[src/rtl/store_buffer.sv]
// Purpose: 4-entry in-order store buffer between the MEM stage and a single-port data memory.
// Latency: a store pushed into an empty buffer drains the next cycle, at one word per cycle.
// Backpressure: st_ready drops when all 4 entries are full; a non-hitting load takes the memory port.
module store_buffer (
    input  logic        clk,
    input  logic        reset,
    input  logic        st_valid,
    input  logic [1:0]  st_type,
    input  logic [31:0] st_addr,
    input  logic [31:0] st_data,
    input  logic [31:0] st_pc4,
    output logic        st_ready,
    output logic        st_err,
    input  logic        ld_valid,
    input  logic [31:0] ld_addr,
    output logic        ld_hit,
    output logic        dm_we,
    output logic [31:0] dm_addr,
    output logic [3:0]  dm_be,
    output logic [31:0] dm_wd,
    output logic [31:0] dm_pc4,
    output logic [2:0]  count,
    output logic        empty
);

    // Entry storage. Contents need no reset; the valid bits qualify them.
    logic [31:0] r_addr [4];
    logic [3:0]  r_be   [4];
    logic [31:0] r_wd   [4];
    logic [31:0] r_pc4  [4];
    logic [3:0]  r_vld;
    logic [1:0]  r_head;
    logic [1:0]  r_tail;
    logic [2:0]  r_count;

    logic        w_req;
    logic        w_misalign;
    logic        w_full;
    logic        w_push;
    logic        w_pop;
    logic        w_hit;
    logic [3:0]  w_be;
    logic        w_unused_ok;

    // Word compare ignores the byte offset of the load address.
    assign w_unused_ok = &{1'b0, ld_addr[1:0]};

    // Classify the incoming store: present, misaligned, and whether it is accepted.
    always_comb begin
        w_req      = st_valid && (st_type != 2'b00);
        w_misalign = w_req && (((st_type == 2'b10) && st_addr[0]) ||
                               ((st_type == 2'b11) && (st_addr[1:0] != 2'b00)));
        w_full     = (r_count == 3'd4);
        // Acceptance looks only at the current fill level; a same-cycle pop does not help.
        w_push     = w_req && !w_full && !w_misalign && !reset;
    end

    // Byte-enable generation from store size and low address bits.
    always_comb begin
        w_be = 4'b0000;
        case (st_type)
            2'b01:   w_be = 4'b0001 << st_addr[1:0];
            2'b10:   w_be = st_addr[1] ? 4'b1100 : 4'b0011;
            2'b11:   w_be = 4'b1111;
            default: w_be = 4'b0000;
        endcase
    end

    // Load overlap detect against every valid entry at word granularity.
    always_comb begin
        w_hit = 1'b0;
        for (int i = 0; i < 4; i++) begin
            if (r_vld[i] && (r_addr[i][31:2] == ld_addr[31:2]))
                w_hit = 1'b1;
        end
        w_hit = w_hit && ld_valid && !reset;
    end

    // Port arbitration: drain unless a non-hitting load owns the port. A hitting
    // load stalls, which frees the port, so the conflicting entries drain out.
    always_comb begin
        w_pop = (r_count != 3'd0) && (!ld_valid || w_hit) && !reset;
    end

    // Status and memory-port outputs; the memory bus is zeroed when not writing.
    always_comb begin
        st_err   = w_misalign;
        st_ready = !w_full || reset;
        ld_hit   = w_hit;
        count    = reset ? 3'd0 : r_count;
        empty    = (r_count == 3'd0) || reset;
        dm_we    = w_pop;
        dm_addr  = 32'd0;
        dm_be    = 4'd0;
        dm_wd    = 32'd0;
        dm_pc4   = 32'd0;
        if (w_pop) begin
            dm_addr = r_addr[r_head];
            dm_be   = r_be[r_head];
            dm_wd   = r_wd[r_head];
            dm_pc4  = r_pc4[r_head];
        end
    end

    // Write accepted store contents into the tail slot.
    always_ff @(posedge clk) begin
        if (w_push) begin
            r_addr[r_tail] <= st_addr;
            r_be[r_tail]   <= w_be;
            r_wd[r_tail]   <= st_data;
            r_pc4[r_tail]  <= st_pc4;
        end
    end

    // Pointer, valid-bit and occupancy bookkeeping; reset discards all entries.
    always_ff @(posedge clk) begin
        if (reset) begin
            r_head  <= 2'd0;
            r_tail  <= 2'd0;
            r_count <= 3'd0;
            r_vld   <= 4'd0;
        end else begin
            if (w_push) begin
                r_vld[r_tail] <= 1'b1;
                r_tail        <= r_tail + 2'd1;
            end
            if (w_pop) begin
                r_vld[r_head] <= 1'b0;
                r_head        <= r_head + 2'd1;
            end
            case ({w_push, w_pop})
                2'b10:   r_count <= r_count + 3'd1;
                2'b01:   r_count <= r_count - 3'd1;
                default: r_count <= r_count;
            endcase
        end
    end

endmodule

[config.mk]
export PLATFORM = sky130hd
export DESIGN_NAME = store_buffer
export DESIGN_NICKNAME = d
export VERILOG_FILES = /design/src/rtl/store_buffer.sv
export SDC_FILE = /design/constraint.sdc
export NUM_CORES = 1
export LEC_CHECK = 0
export CAP_MARGIN = 20
export CORE_MARGIN = 2
export CORE_UTILIZATION = 34
export CTS_CLUSTER_DIAMETER = 50
export DETAILED_ROUTE_END_ITERATION = 10
export SETUP_SLACK_MARGIN = 0.1
export SYNTH_ARGS = -nofsm -noshare
export SYNTH_HDL_FRONTEND = slang
export SYNTH_SLANG_ARGS = --single-unit
[constraint.sdc]
create_clock -name clk -period 7.52 [get_ports clk]
set_clock_uncertainty 0.2 [all_clocks]
set_input_delay 1.88 -clock clk [delete_from_list [all_inputs] [get_ports clk]]
set_output_delay 1.88 -clock clk [all_outputs]
set_load 0.01 [all_outputs]
-- Word level (Yosys, flattened, before mapping)
Memories as Yosys holds them, arrays and structs flattened. A register that Yosys moved wholly into a read port is not among the register bits.
Index checks and enable logic that the tools add are counted.
- ROM bits: 0
- bits in registers: 11
- logic and storage cells: 89
- output and inout bits: 108
- memory bits (writable): 400
- memories: 4
- bits of input ports: 134
- bits in latches: 0
- memories (memory ; depth ; bits a word ; read ports ; clocked after memory_dff ; wr ports ; RTL line ; source):
    r_addr ; 4 ; 32 ; 5 ; 1 ; 1 ; 27 ; logic [31:0] r_addr [4];
    r_pc4 ; 4 ; 32 ; 1 ; 1 ; 1 ; 30 ; logic [31:0] r_pc4 [4];
    r_wd ; 4 ; 32 ; 1 ; 1 ; 1 ; 29 ; logic [31:0] r_wd [4];
    r_be ; 4 ; 4 ; 1 ; 1 ; 1 ; 28 ; logic [3:0] r_be [4];
- multiply operators: 0
- bitwise operators: 3
- muxes and demuxes: 29
- $lt $le $gt $ge: 4
- add/subtract/negate cells: 4
- shifts and indexed selects: 1
- divide/modulo/power cells: 0
- equality and inequality tests: 10
- reduce and logical (&&, ||, !) cells: 30
- operators by type and width (kind ; count):
    $eq 30x30->1 ; 4
    $mux 32 ; 3
    $mux 4 ; 5
    $logic_and 1x1->1 ; 17
    $mux 2 ; 8
    $pmux 4 s3 ; 1
    $mux 1 ; 8
    $eq 2x2->1 const B ; 3
    $lt 2x3->1 const B ; 2
    $pmux 3 s2 ; 1
    $reduce_bool 2->1 ; 3
    $add 2x1->2 const B ; 2
    $and 4x4->4 ; 1
    $demux 1 s2 ; 2
    $eq 2x1->1 const B ; 2
    $ge 2x1->1 const B ; 2
    $logic_not 1->1 ; 4
    $logic_or 1x1->1 ; 4
    $not 4->4 ; 1
    $or 4x4->4 ; 1
    $shl 1x2->4 const A ; 1
    $add 3x1->3 const B ; 1
    $eq 3x3->1 const B ; 1
    $logic_not 3->1 ; 1
    other kinds (3) ; 3

-- Logic depth before layout (Yosys ltp)
Gate-level depths: netlist (run 1).
An unclocked memory read counts as a cell.
- depth after elaboration: 14
- gate-level depth with buffers: 14
- mapped depth without buffers: 12

-- Worst setup path after synthesis (run 1)
OpenSTA, ideal clock, no wires.
- path kind: input-to-reg
- from: input reset
- to: register r_vld[1]
- arrival time: 5645 ps
- setup slack: 1606 ps
- setup time: 69 ps
- cell stages on the path: 5
- path buffers: 0
- required time: 7251 ps
- cell sequence: inv_1 > o211ai_1 > a211oi_1 > and2_1 > o221a_2
- longest elaborated chain between the ends: 6
- elaborated cells on any way between the ends: 10
- classes of those cells: mux: 3; bitwise: 1; reduce/logical: 6
- RTL lines (element ; RTL line ; source):
    from (decl) ; 6 ; input logic reset,
    $logic_not 1->1 ; 55, 76, 82 ;
    $logic_and 1x1->1 (on tied branches) ; 55, 76 ;
    $mux 4 or $logic_or 1x1->1 (tied branches) ; 123, 82 ;
    $mux 4 or $logic_and 1x1->1 (tied branches) ; 117, 82 ;
    $and 4x4->4 (no line) or $logic_and 1x1->1 (tied branches) ; n/a ;
    $mux 4 ; 127 ; if (w_pop) begin
    to (signal assigned) ; 121 ; r_vld <= 4'd0;
    to (signal, indexed assignment) ; 124 ; r_vld[r_tail] <= 1'b1;
    to (signal, indexed assignment) ; 128 ; r_vld[r_head] <= 1'b0;
    to (decl) ; 31 ; logic [3:0] r_vld;
Several ways; a longest one is shown, not always the timed one. The select of a mux whose other input is x is not followed.
A chain may end at the register's enable or synchronous reset.

-- Final worst setup path (run 1)
- from: input ld_addr[6]
- to: output dm_addr[8]
- longest elaborated chain between the ends: 12
- elaborated cells on any way between the ends: 18
- classes of those cells: eq/ne: 4; mux: 5; reduce/logical: 9
- RTL lines (element ; RTL line ; source):
    from (decl) ; 15 ; input logic [31:0] ld_addr,
    $eq 30x30->1 ; 73 ; if (r_vld[i] && (r_addr[i][31:2] == ld_addr[31:2]))
    $logic_and 1x1->1 ; 73 ;
    $mux 1 (3 in a row) ; 73 ;
    $mux 1 (*) ; 73 ;
    $logic_and 1x1->1 (*) (2 in a row) ; 76 ; w_hit = w_hit && ld_valid && !reset;
    $logic_or 1x1->1 (*) ; 82 ; w_pop = (r_count != 3'd0) && (!ld_valid || w_hit) && !reset;
    $logic_and 1x1->1 (*) (2 in a row) ; 82 ;
    $mux 32 (*) ; 97 ; if (w_pop) begin
    to (decl) ; 18 ; output logic [31:0] dm_addr,
Mark *: on every way between the ends. The rest lies on a longest branch, timed or not.

==> results of run 1 <==
-- per-stage QoR --
stage	hold slack (ns)	total power, W
3_3_place_gp	0.289	0.00318
3_5_place_dp	0.300	0.00319
5_1_grt	0.361	0.00541
6_report	0.308	0.00522
4_1_cts	0.308	0.00529
2_1_floorplan	0.268	0.00294
-- how the worst min path moves through the flow --
stage	endpoint
detailed placement	r_count[2]
floorplan	r_count[2]
global placement	r_count[2]
CTS	r_count[2]
finish	r_count[2]
global route	r_count[2]
-- report_power, final --
group          switching [W]  total (W)  internal (W)
Clock               0.000893    0.00209       0.00120
Combinational       0.000250   0.000529      0.000279
Sequential         0.0000276    0.00260       0.00257
Total                0.00117    0.00522       0.00404
-- flip-flops by register name, indices dropped and copies added (netlist names), named ones only --
register	flops
r_addr	128
r_pc4	128
r_wd	128
r_be	16
r_vld	4
r_count	3
r_head	2
r_tail	2
-- routing by layer --
layer / global-route usage [%] / vias to the layer above / part of all wire, %
li1: - / 4318 / -
met1: 21.8 / 4950 / 43
met2: 27.0 / 297 / 48
met3: 4.00 / 76 / 6.8
met4: 5.39 / 4 / 2.4
met5: 0 / - / 0.074
-- synthesized netlist by cell type, types with 11 or more instances --
cell type / count
sky130_fd_sc_hd__edfxtp_1: 400
sky130_fd_sc_hd__xnor2_1: 120
sky130_fd_sc_hd__and2_1: 105
sky130_fd_sc_hd__mux4_2: 100
sky130_fd_sc_hd__nand4_1: 56
sky130_fd_sc_hd__buf_2: 30
sky130_fd_sc_hd__clkbuf_1: 21
sky130_fd_sc_hd__inv_1: 17
sky130_fd_sc_hd__nor4_1: 16
sky130_fd_sc_hd__dfxtp_1: 13
sky130_fd_sc_hd__buf_6: 12
sky130_fd_sc_hd__nand3_1: 11
-- final cells by class --
cell class	instances	share of cell area, %
flip-flops and latches	413	55.3
inverters	18	0.304
repair buffers	260	11.8
multi-input cells	476	22.4
well taps	680	3.83
clock inverters	23	0.591
clock buffers	63	5.75
-- worst min-delay path, delay by kind of cell, from the launching register on --
kind	cells	cell delay [ns]
AO/OA/AOI/OAI	2	0.14
flip-flops	1	0.33
-- cells by family (layout without fill, tap and decap cells) --
kind of cell	after synthesis	after routing	share of synthesized area, %
XOR/XNOR	123	123	6.14
AND/OR/NAND/NOR	214	214	7.30
flip-flops	413	413	69.4
adder cells (fa/ha/maj)	10	10	0.750
buffers and inverters	82	364	2.46
multiplexers	101	101	12.8
AO/OA/AOI/OAI	28	28	1.13
==> flow_summary_export.csv, run 1 <==
group,metric,value,unit
outcome,run_status,"finished, final reports clean",
sta,finalCritPeriodShare,96.7,%
placement,dp.final_hpwl,29800,µm
yosys,async_flop_share,0,%
worst_setup_path,regToRegStartpoint,"r_addr[2][6]",
sta,max-slew-margin-rel,33.1,%
worst_setup_path,timing.critical_path.max_delay_family,"buffers and inverters",
detailed_routing,dr_total_vias,9645,
sta,setup-violations-final,0,
final_layout,fillerInstances,4612,
clock_network,cts-root-buf,"sky130_fd_sc_hd__clkbuf_16",
die,area_of_the_core,51400,µm²
sta,slew_violations,0,
clock_network,post_cts.resized_instances,0,
clock_network,cts_htree_levels,2,
die,dieArea,53800,µm²
clock_network,clock-sinks,413,
detailed_routing,antenna_violating_nets_post_route,0,
job,maxCapViolCount,0,
worst_setup_path,cp_cell_sequence,"clkdlybuf4s50_1 -> xnor2_1 -> nand4_1 -> nor4_1 -> a22oi_1 -> a31o_1 -> inv_2 -> buf_12 -> and2_1 -> clkdlybuf4s50_1",
pwr,power_density,235,nW/µm²
worst_hold_path,min_from,"r_count[2]",
yosys,synthesis.area,17700,µm²
yosys,seq_area_frac_synth,69.4,%
yosys,synth_ff_type,"sky130_fd_sc_hd__edfxtp_1",
worst_setup_path,timing_worst_setup_path_type,"in2out",
detailed_routing,finalWirelength,44600,µm
clock_network,post_cts_buffers,0,
final_layout,final_cells,1933,
sta,totalNegativeSetupSlack,0,ns
sta,fin_crit,7.27,ns
sta,hold_viol,0,
worst_hold_path,timing.hold.worst.class,"reg2reg",
yosys,synthTopCellsByArea,"sky130_fd_sc_hd__edfxtp_1, sky130_fd_sc_hd__mux4_2, sky130_fd_sc_hd__xnor2_1",
yosys,synth.ff_latch_count,413,
grt,grt_remaining_overflow,0,
worst_setup_path,crit_buf_inv,4,
final_layout,layout.cells.most_common_list,"sky130_fd_sc_hd__edfxtp_1, sky130_fd_sc_hd__clkdlybuf4s50_1, sky130_fd_sc_hd__xnor2_1, sky130_fd_sc_hd__and2_1, sky130_fd_sc_hd__mux4_2",
clock_network,clock_latency_on_the_worst_skew_pair,0.58,ns
worst_setup_path,crit_required,5.44,ns
yosys,syn-mean-instance-area,18.2,µm²
worst_setup_path,regToRegEndpoint,"r_count[2]",
die,pin_count,242,
worst_setup_path,arrival_worst_endpoint,5.19,ns
die,floorplan.rows,83,
detailed_routing,routed_length_per_placed_instance,23.0,µm
worst_setup_path,critical_path_cell_count,10,
worst_setup_path,critPathMaxStageDelay,0.57,ns
detailed_routing,drc_errors,0,
detailed_routing,drt_pre_antenna_iters,6,
yosys,synthCells,971,
yosys,synth.top_cell.area_share,68.0,%
clock_network,hold_fix_buffer_count_after_cts,0,
die,dieHeight,232,µm
final_layout,final-seq-area,12300,µm²
final_layout,area_growth,25.7,%
clock_network,clk_pin_slew_worst_paths,0.06,ns
final_layout,design.final.nets,1360,
pwr,worst_ir_drop_vdd,0.191,mV
placement,dpl-instance-area,20800,µm²
worst_setup_path,critical_path.endpoint,"dm_addr[8]",
detailed_routing,drt-vias-per-instance,4.99,
sta,timing_worst_slew_pin_value,0.998,ns
grt,vias_in_the_first_global_route,10000,
yosys,synth_largest_area_cell,"sky130_fd_sc_hd__edfxtp_1",
worst_setup_path,timing.critical_path.from_type,"input pin",
worst_setup_path,worst_path_cell_with_the_longest_stage_delay,"sky130_fd_sc_hd__clkdlybuf4s50_1",
worst_setup_path,setup.reg_to_reg.worst_slack,3.68,ns
yosys,synthesis.nets,1115,
final_layout,insertedDiodeCount,0,
grt,track_usage,16.6,%
grt,global_route_wire_length_before_repair,65100,µm
worst_setup_path,r2r.worst_path.cells,13,
placement,numPlacedInstances,1847,
placement,buffer_ports.inserted,239,
die,start_util,34.4,%
final_layout,final_core_util,43.2,%
placement,post_place_worst_slack,0.256,ns
worst_setup_path,crit_path_frequent_cell,"sky130_fd_sc_hd__clkdlybuf4s50_1",
worst_setup_path,cp-startpoint,"ld_addr[6]",
final_layout,multi_input_area,4990,µm²
final_layout,mostFrequentLayoutCell,"sky130_fd_sc_hd__edfxtp_1",
clock_network,tritoncts.num_buffers,47,
pwr,leakage,6.80,nW
yosys,number_of_flops_mapped_to_enable_cells_by_yosys,400,
worst_setup_path,critPathMaxFanout,36,
yosys,synth.lib_cells_used.distinct,37,
die,die_span_x,232,µm
sta,rsz0062_at_grt,"no",
clock_network,clock_tree_from_tritoncts,"built",
grt,grt_max_degree,87,
worst_hold_path,timing.hold.worst_path_depth,2,
sta,post-route-worst-setup-slack,0.247,ns
clock_network,clock_tree_buffer_depth,3,
final_layout,fin_area,22200,µm²
final_layout,drive_above_1_share,15.9,%
worst_setup_path,critical_path.endpoint_type,"primary output",
placement,gp_congestion,0.908,
yosys,synth_warnings,0,
sta,fmaxAchievable,137,MHz
grt,antenna_found_initial,2,
detailed_routing,dr.first_iter.drc_count,643,
Note: power is estimated with default switching activity, not from simulation.
==> run 2: changes to the inputs <==
ABC_AREA = 0   (was unset)
HOLD_SLACK_MARGIN = 0.15   (was unset)
==> results of run 2 <==
The final DEF is identical to that of run 1; final timing and power are the same.
